<file path="config.mk">
export PLATFORM = sky130hd
export DESIGN_NAME = cba_seq_add_ctrl_flat
export DESIGN_NICKNAME = d
export VERILOG_FILES = /design/src/rtl/cba_seq_add_ctrl_pkg.sv /design/src/rtl/cba_seq_add_ctrl_if.sv /design/src/rtl/cba_seq_add_ctrl_slice.sv /design/src/rtl/cba_seq_add_ctrl.sv /design/src/flat_wrapper.sv
export SDC_FILE = /design/constraint.sdc
export NUM_CORES = 1
export LEC_CHECK = 0
export CORE_ASPECT_RATIO = 1.4
export CORE_MARGIN = 4
export CORE_UTILIZATION = 46
export DETAILED_ROUTE_END_ITERATION = 10
export PLACE_DENSITY = 0.81
export SLEW_MARGIN = 20
export SYNTH_ARGS = -nofsm -noshare
export SYNTH_HDL_FRONTEND = slang
export SYNTH_SLANG_ARGS = --single-unit
</file>
<file path="constraint.sdc">
create_clock -name clk -period 2.5 [get_ports clk]
set_input_delay 0.625 -clock clk [delete_from_list [all_inputs] [get_ports clk]]
set_output_delay 0.625 -clock clk [all_outputs]
set_load 0.05 [all_outputs]
</file>
<file path="src/rtl/cba_seq_add_ctrl_pkg.sv">
// cba_seq_add_ctrl_pkg: shared FSM state encoding and slice width for the sequential carry bypass adder
package cba_pkg;
  localparam int SLICE_W = 4;
  typedef enum logic [1:0] {IDLE = 2'd0, RUN = 2'd1, DONE = 2'd2} state_e;
endpackage

</file>
<file path="src/rtl/cba_seq_add_ctrl_if.sv">
// cba_seq_add_ctrl_if: operand/result handshake bundle; bypass_cnt exists only with CBA_SEQ_BYPASS_STAT_EN
interface cba_seq_add_ctrl_if #(parameter int WIDTH = 16);
    localparam int NIB = WIDTH / 4;
    logic             in_valid;
    logic             in_ready;
    logic [WIDTH-1:0] a;
    logic [WIDTH-1:0] b;
    logic             cin;
    logic             out_valid;
    logic             out_ready;
    logic [WIDTH-1:0] sum;
    logic             cout;
    logic             busy;
`ifdef CBA_SEQ_BYPASS_STAT_EN
    logic [$clog2(NIB+1)-1:0] bypass_cnt;
    modport master (output in_valid, a, b, cin, out_ready,
                    input in_ready, out_valid, sum, cout, busy, bypass_cnt);
    modport slave (input in_valid, a, b, cin, out_ready,
                   output in_ready, out_valid, sum, cout, busy, bypass_cnt);
`else
    modport master (output in_valid, a, b, cin, out_ready,
                    input in_ready, out_valid, sum, cout, busy);
    modport slave (input in_valid, a, b, cin, out_ready,
                   output in_ready, out_valid, sum, cout, busy);
`endif
endinterface

</file>
<file path="src/rtl/cba_seq_add_ctrl_slice.sv">
// cba4_slice: combinational 4-bit carry bypass adder; cout skips the ripple chain when all propagates are set
module cba4_slice
    import cba_pkg::*;
(
    input  logic [SLICE_W-1:0] a,
    input  logic [SLICE_W-1:0] b,
    input  logic               cin,
    output logic [SLICE_W-1:0] s,
    output logic               cout,
    output logic               p_all
);
    logic [SLICE_W-1:0] p;
    logic [SLICE_W-1:0] g;
    logic               cr;
    assign p = a ^ b;
    assign g = a & b;
    assign p_all = &p;
    always_comb begin
        cr = cin;
        s = '0;
        for (int i = 0; i < SLICE_W; i++) begin
            s[i] = p[i] ^ cr;
            cr = g[i] | (p[i] & cr);
        end
        cout = p_all ? cin : cr;
    end
endmodule

</file>
<file path="src/rtl/cba_seq_add_ctrl.sv">
// cba_seq_add_ctrl: WIDTH-bit adder built by time-multiplexing one 4-bit carry bypass slice, LSB nibble first.
// Optional bypass statistics counter enabled by defining CBA_SEQ_BYPASS_STAT_EN.
module cba_seq_add_ctrl
    import cba_pkg::*;
#(
    parameter int WIDTH = 16
) (
    input logic              clk,
    input logic              rst,
    cba_seq_add_ctrl_if.slave bus
);
    localparam int NIB = WIDTH / SLICE_W;
    localparam int IW = NIB > 1 ? $clog2(NIB) : 1;
    localparam logic [IW-1:0] LAST = IW'(NIB - 1);
    localparam logic [1:0] S_IDLE = 2'(IDLE);
    localparam logic [1:0] S_RUN = 2'(RUN);
    localparam logic [1:0] S_DONE = 2'(DONE);

    logic [1:0]         st;
    logic [WIDTH-1:0]   a_r;
    logic [WIDTH-1:0]   b_r;
    logic [WIDTH-1:0]   sum_r;
    logic               carry;
    logic               cout_r;
    logic [IW-1:0]      idx;
    logic [SLICE_W-1:0] s_s;
    logic               s_co;
    logic               s_pall;
    logic               accept;

    assign accept = st == S_IDLE && bus.in_valid;

    cba4_slice u_slice (
        .a    (a_r[idx*SLICE_W +: SLICE_W]),
        .b    (b_r[idx*SLICE_W +: SLICE_W]),
        .cin  (carry),
        .s    (s_s),
        .cout (s_co),
        .p_all(s_pall)
    );

    always_ff @(posedge clk or posedge rst) begin
        if (rst) begin
            st <= S_IDLE;
            a_r <= '0;
            b_r <= '0;
            sum_r <= '0;
            carry <= 1'b0;
            cout_r <= 1'b0;
            idx <= '0;
        end else if (st == S_IDLE) begin
            if (accept) begin
                st <= S_RUN;
                a_r <= bus.a;
                b_r <= bus.b;
                carry <= bus.cin;
                idx <= '0;
            end
        end else if (st == S_RUN) begin
            sum_r[idx*SLICE_W +: SLICE_W] <= s_s;
            carry <= s_co;
            // idx saturates at the last nibble; only a new accept rewinds it
            if (idx == LAST) begin
                st <= S_DONE;
                cout_r <= s_co;
            end else begin
                idx <= idx + 1'b1;
            end
        end else if (bus.out_ready) begin
            st <= S_IDLE;
        end
    end

    assign bus.in_ready = st == S_IDLE;
    assign bus.out_valid = st == S_DONE;
    assign bus.busy = st == S_RUN || st == S_DONE;
    assign bus.sum = sum_r;
    assign bus.cout = cout_r;

`ifdef CBA_SEQ_BYPASS_STAT_EN
    logic [$clog2(NIB+1)-1:0] byp;
    always_ff @(posedge clk or posedge rst) begin
        if (rst) byp <= '0;
        else if (accept) byp <= '0;
        else if (st == S_RUN && s_pall) byp <= byp + 1'b1;
    end
    assign bus.bypass_cnt = byp;
`endif
endmodule

</file>
<file path="src/flat_wrapper.sv">
// flat-port wrapper written by rule: the top's interface ports become plain ports
module cba_seq_add_ctrl_flat import cba_pkg::*;
#(
    parameter int WIDTH = 16
)
  (clk, rst, bus_in_valid, bus_a, bus_b, bus_cin, bus_out_ready, bus_in_ready, bus_out_valid, bus_sum, bus_cout, bus_busy);
  cba_seq_add_ctrl_if #(.WIDTH(WIDTH)) bus_i ();
  input logic clk;
  input logic rst;
  input wire logic [$bits(bus_i.in_valid)-1:0] bus_in_valid;
  input wire logic [$bits(bus_i.a)-1:0] bus_a;
  input wire logic [$bits(bus_i.b)-1:0] bus_b;
  input wire logic [$bits(bus_i.cin)-1:0] bus_cin;
  input wire logic [$bits(bus_i.out_ready)-1:0] bus_out_ready;
  output wire logic [$bits(bus_i.in_ready)-1:0] bus_in_ready;
  output wire logic [$bits(bus_i.out_valid)-1:0] bus_out_valid;
  output wire logic [$bits(bus_i.sum)-1:0] bus_sum;
  output wire logic [$bits(bus_i.cout)-1:0] bus_cout;
  output wire logic [$bits(bus_i.busy)-1:0] bus_busy;
  assign bus_i.in_valid = bus_in_valid;
  assign bus_i.a = bus_a;
  assign bus_i.b = bus_b;
  assign bus_i.cin = bus_cin;
  assign bus_i.out_ready = bus_out_ready;
  assign bus_in_ready = bus_i.in_ready;
  assign bus_out_valid = bus_i.out_valid;
  assign bus_sum = bus_i.sum;
  assign bus_cout = bus_i.cout;
  assign bus_busy = bus_i.busy;
  cba_seq_add_ctrl #(.WIDTH(WIDTH)) u_core (.clk(clk), .rst(rst), .bus(bus_i));
endmodule
</file>
# [After elaboration in Yosys (flattened, before gate mapping)]
# Cells that the tools add are included.
[totals] regBits=54 out_inout_bits=20 word_cells=60
[op_classes] addsub=2 n_eq_ne=6 n_shift=4 n_mux=14 bitwise=15 reduce_logical=12
[op_table] cell="$neg 4->34" n=1
[op_table] cell="$shift 4x34->16 const A" n=1
[op_table] cell="$shiftx 4x34->16" n=1
[op_table] cell="$shiftx 16x5->4" n=2
[op_table] cell="$mux 2" n=9
[op_table] cell="$bwmux 16" n=1
[op_table] cell="$reduce_and 3->1" n=3
[op_table] cell="$reduce_and 2->1" n=3
[op_table] cell="$and 1x1->1" n=4
[op_table] cell="$and 4x4->4" n=1
[op_table] cell="$eq 2x2->1 const B" n=2
[op_table] cell="$mux 1" n=4
[op_table] cell="$or 1x1->1" n=4
[op_table] cell="$reduce_and 4->1" n=1
[op_table] cell="$xor 1x1->1" n=4
[op_table] cell="$xor 4x4->4" n=1
[op_table] cell="$ne 3x3->1 const B" n=1
[op_table] cell="$reduce_bool 3->1" n=1
[op_table] cell="$add 2x1->2 const B" n=1
[op_table] cell="$eq 2x1->1 const B" n=1
[op_table] cell="$logic_not 2->1" n=1
[op_table] cell="$ne 2x1->1 const B" n=1
[op_table] cell="$ne 2x2->1 const B" n=1
[op_table] cell="$reduce_bool 2->1" n=1
[op_table] cell="other kinds (3)" n=3

# [Depth between registers and ports, before layout]
# Gate-level depths: netlist (run 1).
[logic_depth] word_depth=13 mapped_depth=10 mapped_depth_nobuf=9

# [Hierarchy]
# Synthesis (run 1) repeated with hierarchy kept, for this count alone.
[unflattened] cells_unflattened=190 hier_area_um2=2657.5
[by_module_without_submodules] mod="cba_seq_add_ctrl" n_inst=1 cells_each=171 area_each_um2=2472.4 seq_area_each_um2=1351.3
[by_module_without_submodules] mod="cba4_slice" n_inst=1 cells_each=19 area_each_um2=185.2 seq_area_each_um2=0.0

# [Worst setup path after synthesis (run 1)]
# No wires, ideal clock.
[synth_timing] path_kind="register to register" startpoint="register u_core.idx[0]" endpoint="register u_core.sum_r[11] (netlist: u_core.bus.sum[11])" arrival_time_ns=2.557 t_required_ns=2.379 setup_slack_ns=-0.178 stages_incl_launch_ff=10 path_buffers=1 path_cell_list="dfrtp_1 > buf_6 > mux4_2 > fa_1 > inv_1 > fa_1 > fa_1 > inv_1 > fa_1 > a22o_1"
[synth_via] elab_chain_len=11
[synth_lines] item="start, declared" line="cba_seq_add_ctrl.sv:25" rtl="logic [IW-1:0] idx;"
[synth_lines] item="start signal, assigned" line="cba_seq_add_ctrl.sv:67" rtl="idx <= idx + 1'b1;"
[synth_lines] item="$shiftx 16x5->4, on equally long branches" line="cba_seq_add_ctrl.sv:34, cba_seq_add_ctrl.sv:35"
[synth_lines] item="$xor 4x4->4" line="cba_seq_add_ctrl_slice.sv:15" rtl="assign p = a ^ b;"
[synth_lines] item="$and 1x1->1" line="cba_seq_add_ctrl_slice.sv:23" rtl="cr = g[i] | (p[i] & cr);"
[synth_lines] item="$or 1x1->1" line="cba_seq_add_ctrl_slice.sv:23"
[synth_lines] item="$and 1x1->1" line="cba_seq_add_ctrl_slice.sv:23"
[synth_lines] item="$or 1x1->1" line="cba_seq_add_ctrl_slice.sv:23"
[synth_lines] item="$and 1x1->1" line="cba_seq_add_ctrl_slice.sv:23"
[synth_lines] item="$or 1x1->1" line="cba_seq_add_ctrl_slice.sv:23"
[synth_lines] item="$xor 1x1->1" line="cba_seq_add_ctrl_slice.sv:22" rtl="s[i] = p[i] ^ cr;"
[synth_lines] item="$shiftx 4x34->16" line="cba_seq_add_ctrl.sv:60" rtl="sum_r[idx*SLICE_W +: SLICE_W] <= s_s;"
[synth_lines] item="$bwmux 16 *" line="cba_seq_add_ctrl.sv:60"
[synth_lines] item="end signal, assigned by index" line="cba_seq_add_ctrl.sv:60"
[synth_lines] item="end, declared" line="cba_seq_add_ctrl.sv:22" rtl="logic [WIDTH-1:0] sum_r;"
# Mark *: on every way between the ends. The rest lies on a longest branch, timed or not.
# A chain may end at the register's enable or synchronous reset.

# [Worst setup path in the final report (run 1)]
[layout_timing] startpoint="register u_core.idx[0]" endpoint="register u_core.sum_r[3] (netlist: u_core.bus.sum[3])"
# Same word-level chain as after synthesis.

==> results of run 1 <==
[Yosys cell counts]
| cell | count |
|---|---|
| nand4b_1 | 1 |
| and4_1 | 2 |
| a22o_1 | 6 |
| nand2_1 | 23 |
| fa_1 | 4 |
| clkbuf_1 | 1 |
| o21ai_0 | 13 |
| and4b_1 | 1 |
| nand3_1 | 1 |
| mux4_1 | 2 |
| mux2_4 | 25 |
| buf_2 | 2 |
| nand2_4 | 1 |
| nor3b_1 | 2 |
| nor2_1 | 2 |
| dfrtp_1 | 54 |
| nand3b_1 | 2 |
| ha_1 | 13 |
| mux2i_1 | 5 |
| mux2_2 | 8 |
| nand4_1 | 3 |
| o31ai_1 | 2 |
| buf_6 | 5 |
| nor2b_1 | 1 |
| mux4_2 | 6 |
| inv_1 | 11 |
[layout make-up]
| cell class | instances | area [sq um] | area share (%) |
|---|---|---|---|
| Sequential cell | 54 | 1350 | 38.3 |
| Clock inverter | 3 | 40.0 | 1.14 |
| Multi-Input combinational cell | 123 | 1290 | 36.7 |
| Clock buffer | 5 | 68.8 | 1.95 |
| Inverter | 11 | 41.3 | 1.17 |
| Timing Repair Buffer | 66 | 643 | 18.2 |
| Tap cell | 70 | 87.6 | 2.48 |
[worst max-delay path: stages, from the launching register on]
cell and delay, ns:
dfrtp_2 0.42, mux4_2 0.56, fa_2 0.38, inv_2 0.06, fa_2 0.20, fa_2 0.21, inv_2 0.04, fa_2 0.56
nand2_1 0.06, o21ai_1 0.11
[metal layers]
layer  track usage (%)  vias to the layer above  wire [um]
met3              2.73                        6        187
met2              27.1                       40       2870
met1              19.2                      873       2090
met5                 0                        -          0
met4              5.11                        0         78
li1                  -                      823          -
[what timing repair did]
action	4_1_cts	5_1_grt
pin swaps	1	2
buffers inserted	1	1
gates resized for setup	4	2
endpoints found under the setup margin	7	7
[path summary, 6_finish.rpt]
| kind | startpoint | endpoint | slack (ns) | cells after the start |
|---|---|---|---|---|
| setup / recovery | u_core.idx[0] | u_core.bus.sum[3] | -0.15 | 9 |
| hold / removal | u_core.bus.sum[6] | u_core.bus.sum[6] | 0.49 | 2 |
| setup reg to reg | u_core.idx[0] | u_core.bus.sum[3] | -0.15 | 9 |
| hold reg to reg | u_core.bus.sum[6] | u_core.bus.sum[6] | 0.49 | 2 |
| max in group asynchronous | rst | u_core.idx[0] | 1.28 | 3 |
| min in group asynchronous | rst | u_core.bus.sum[11] | 0.67 | 2 |
[power by group]
part	leakage [nW]	internal, W	switching, W
sequential	0.670	0.00128	0.000262
clock	0.0579	0.000295	0.000275
combinational	0.906	0.00149	0.00160
total	1.63	0.00307	0.00214
[logic make-up after synthesis]
group                    Yosys count  share of synthesized area (%)
flip-flops                        54                           49.3
multiplexers                      46                           25.6
AND/OR/NAND/NOR                   39                           7.34
AO/OA/AOI/OAI                     21                           4.84
buffers and inverters             19                           4.06
adder cells (fa/ha/maj)           17                           8.85
[flip-flops by register name (all words and copies together) (netlist names)]
name and cells:
u_core.b_r 16, u_core.carry 1, u_core.st 2, u_core.bus.cout 1
u_core.a_r 16, u_core.bus.sum 16, u_core.idx 2
[through the flow]
stage | worst slack (ns) | util [%] | hold WS, ns
after floorplan | -0.145 | - | 0.471
after global placement | -0.0987 | 58.3 | 0.465
after global routing | -0.249 | 60.6 | 0.526
after detailed placement | -0.150 | 58.3 | 0.474
final | -0.147 | 60.6 | 0.487
after CTS | -0.162 | 60.4 | 0.497
==> metrics.yaml, run 1 <==
outcome: "finished, violations left"
violations: "negative setup slack"
hold_class: "reg2reg"
finalWirelength_um: 5220
max_freq_mhz: 378
synth_fp_nets: 250
cp-end-kind: "flop"
clk_latency_ns: 0.30
coreArea_sq_um: 5820
setup_violations: 5
start_util_pct: 47.1
grt_max_degree: 38
cts_tree: "yes"
final_cell_mix: "54 x clkdlybuf4s50_1, 53 x dfrtp_1, 25 x mux2_4"
htreeDepth: 2
ant_nets: 0
final_cells: 332
syn_area_per_cell_sq_um: 14.0
rsz0062_at_grt: "yes"
cp_max_fo: 5
cts_hold_buffers: 0
synth.top_cell.area_share_pct: 49.3
cts-root-buf: "clkbuf_8"
vias: 1742
clock_sinks: 54
ys_warn_count: 0
die_w_um: 73.3
yosysTopAreaCell: "dfrtp_1"
yosys-top-cells-area: "dfrtp_1 49%, mux2_4 14%, ha_1 5.9%"
die_h_um: 99.4
drv_slew: 0
nets: 315
antenna_found_initial: 0
cp.required_ns: 2.74
period_needed_ns: 2.65
final_common_cell: "clkdlybuf4s50_1"
drc: 0
routabilityCongestion: 0.747
numCtsBuffers: 5
ys_seq_area_share_pct: 49.3
p_leak_nw: 1.63
syn_area_sq_um: 2740
dieArea_sq_um: 7280
drt-wirelength-per-cell_um: 15.7
worst_pin_slew_ns: 0.624
fin_skew_ns: 0.00773
grt_pass1_vias: 1779
drtIter0Drc: 105
cap_violations: 0
irDropWorstVdd_uv: 661
synth-seq-cells: 54
timing.final.hold_violations: 0
synth_cells: 196
slew_headroom_pct: 58.4
vias_per_cell: 5.25
post_dp_cell_area_sq_um: 3400
cts.clk_slew.worst_paths_ns: 0.10
ios: 57
powerDensity_nw_per_um2: 1480
num-fill-cells: 459
clock_tree.buffer_depth: 2
syn_to_final_growth_pct: 28.6
hpwl_um: 4090
grt_pass1_wl_um: 8740
yosys.cell_types.count: 26
period_share_pct: 106
fin_ws_ns: -0.147
firstDrtPassIters: 4
grt-ovfl-total: 0
worst_ep_arrival_time_ns: 2.89
cp-start-kind: "flop"
rows: 33
groute.usage.overall_pct: 15.6
drive_gt1_share_pct: 26.3
portBuffers: 56
path_class: "reg2reg"
p_total_w: 0.00521
dp_cells: 322
tns_ns: -0.498
insertedDiodeCount: 0
fin_area_sq_um: 3530
(Power assumes the default switching activity.)
==> run 2: changes to the inputs <==
--- a/config.mk
+++ b/config.mk
@@ -8,6 +8,7 @@
 export CORE_ASPECT_RATIO = 1.4
 export CORE_MARGIN = 4
 export CORE_UTILIZATION = 46
+export CTS_CLUSTER_SIZE = 28
 export DETAILED_ROUTE_END_ITERATION = 10
 export PLACE_DENSITY = 0.81
 export SLEW_MARGIN = 20
==> results of run 2 <==
Same layout as run 1: the final DEF is identical, and so are final timing and power.
==> run 3: changes to the inputs <==
--- a/config.mk
+++ b/config.mk
@@ -10,6 +10,7 @@
 export CORE_UTILIZATION = 46
 export CTS_CLUSTER_SIZE = 28
 export DETAILED_ROUTE_END_ITERATION = 10
+export GPL_ROUTABILITY_DRIVEN = 0
 export PLACE_DENSITY = 0.81
 export SLEW_MARGIN = 20
 export SYNTH_ARGS = -nofsm -noshare
==> results of run 3 <==
Same layout as run 1: the final DEF is identical, and so are final timing and power.
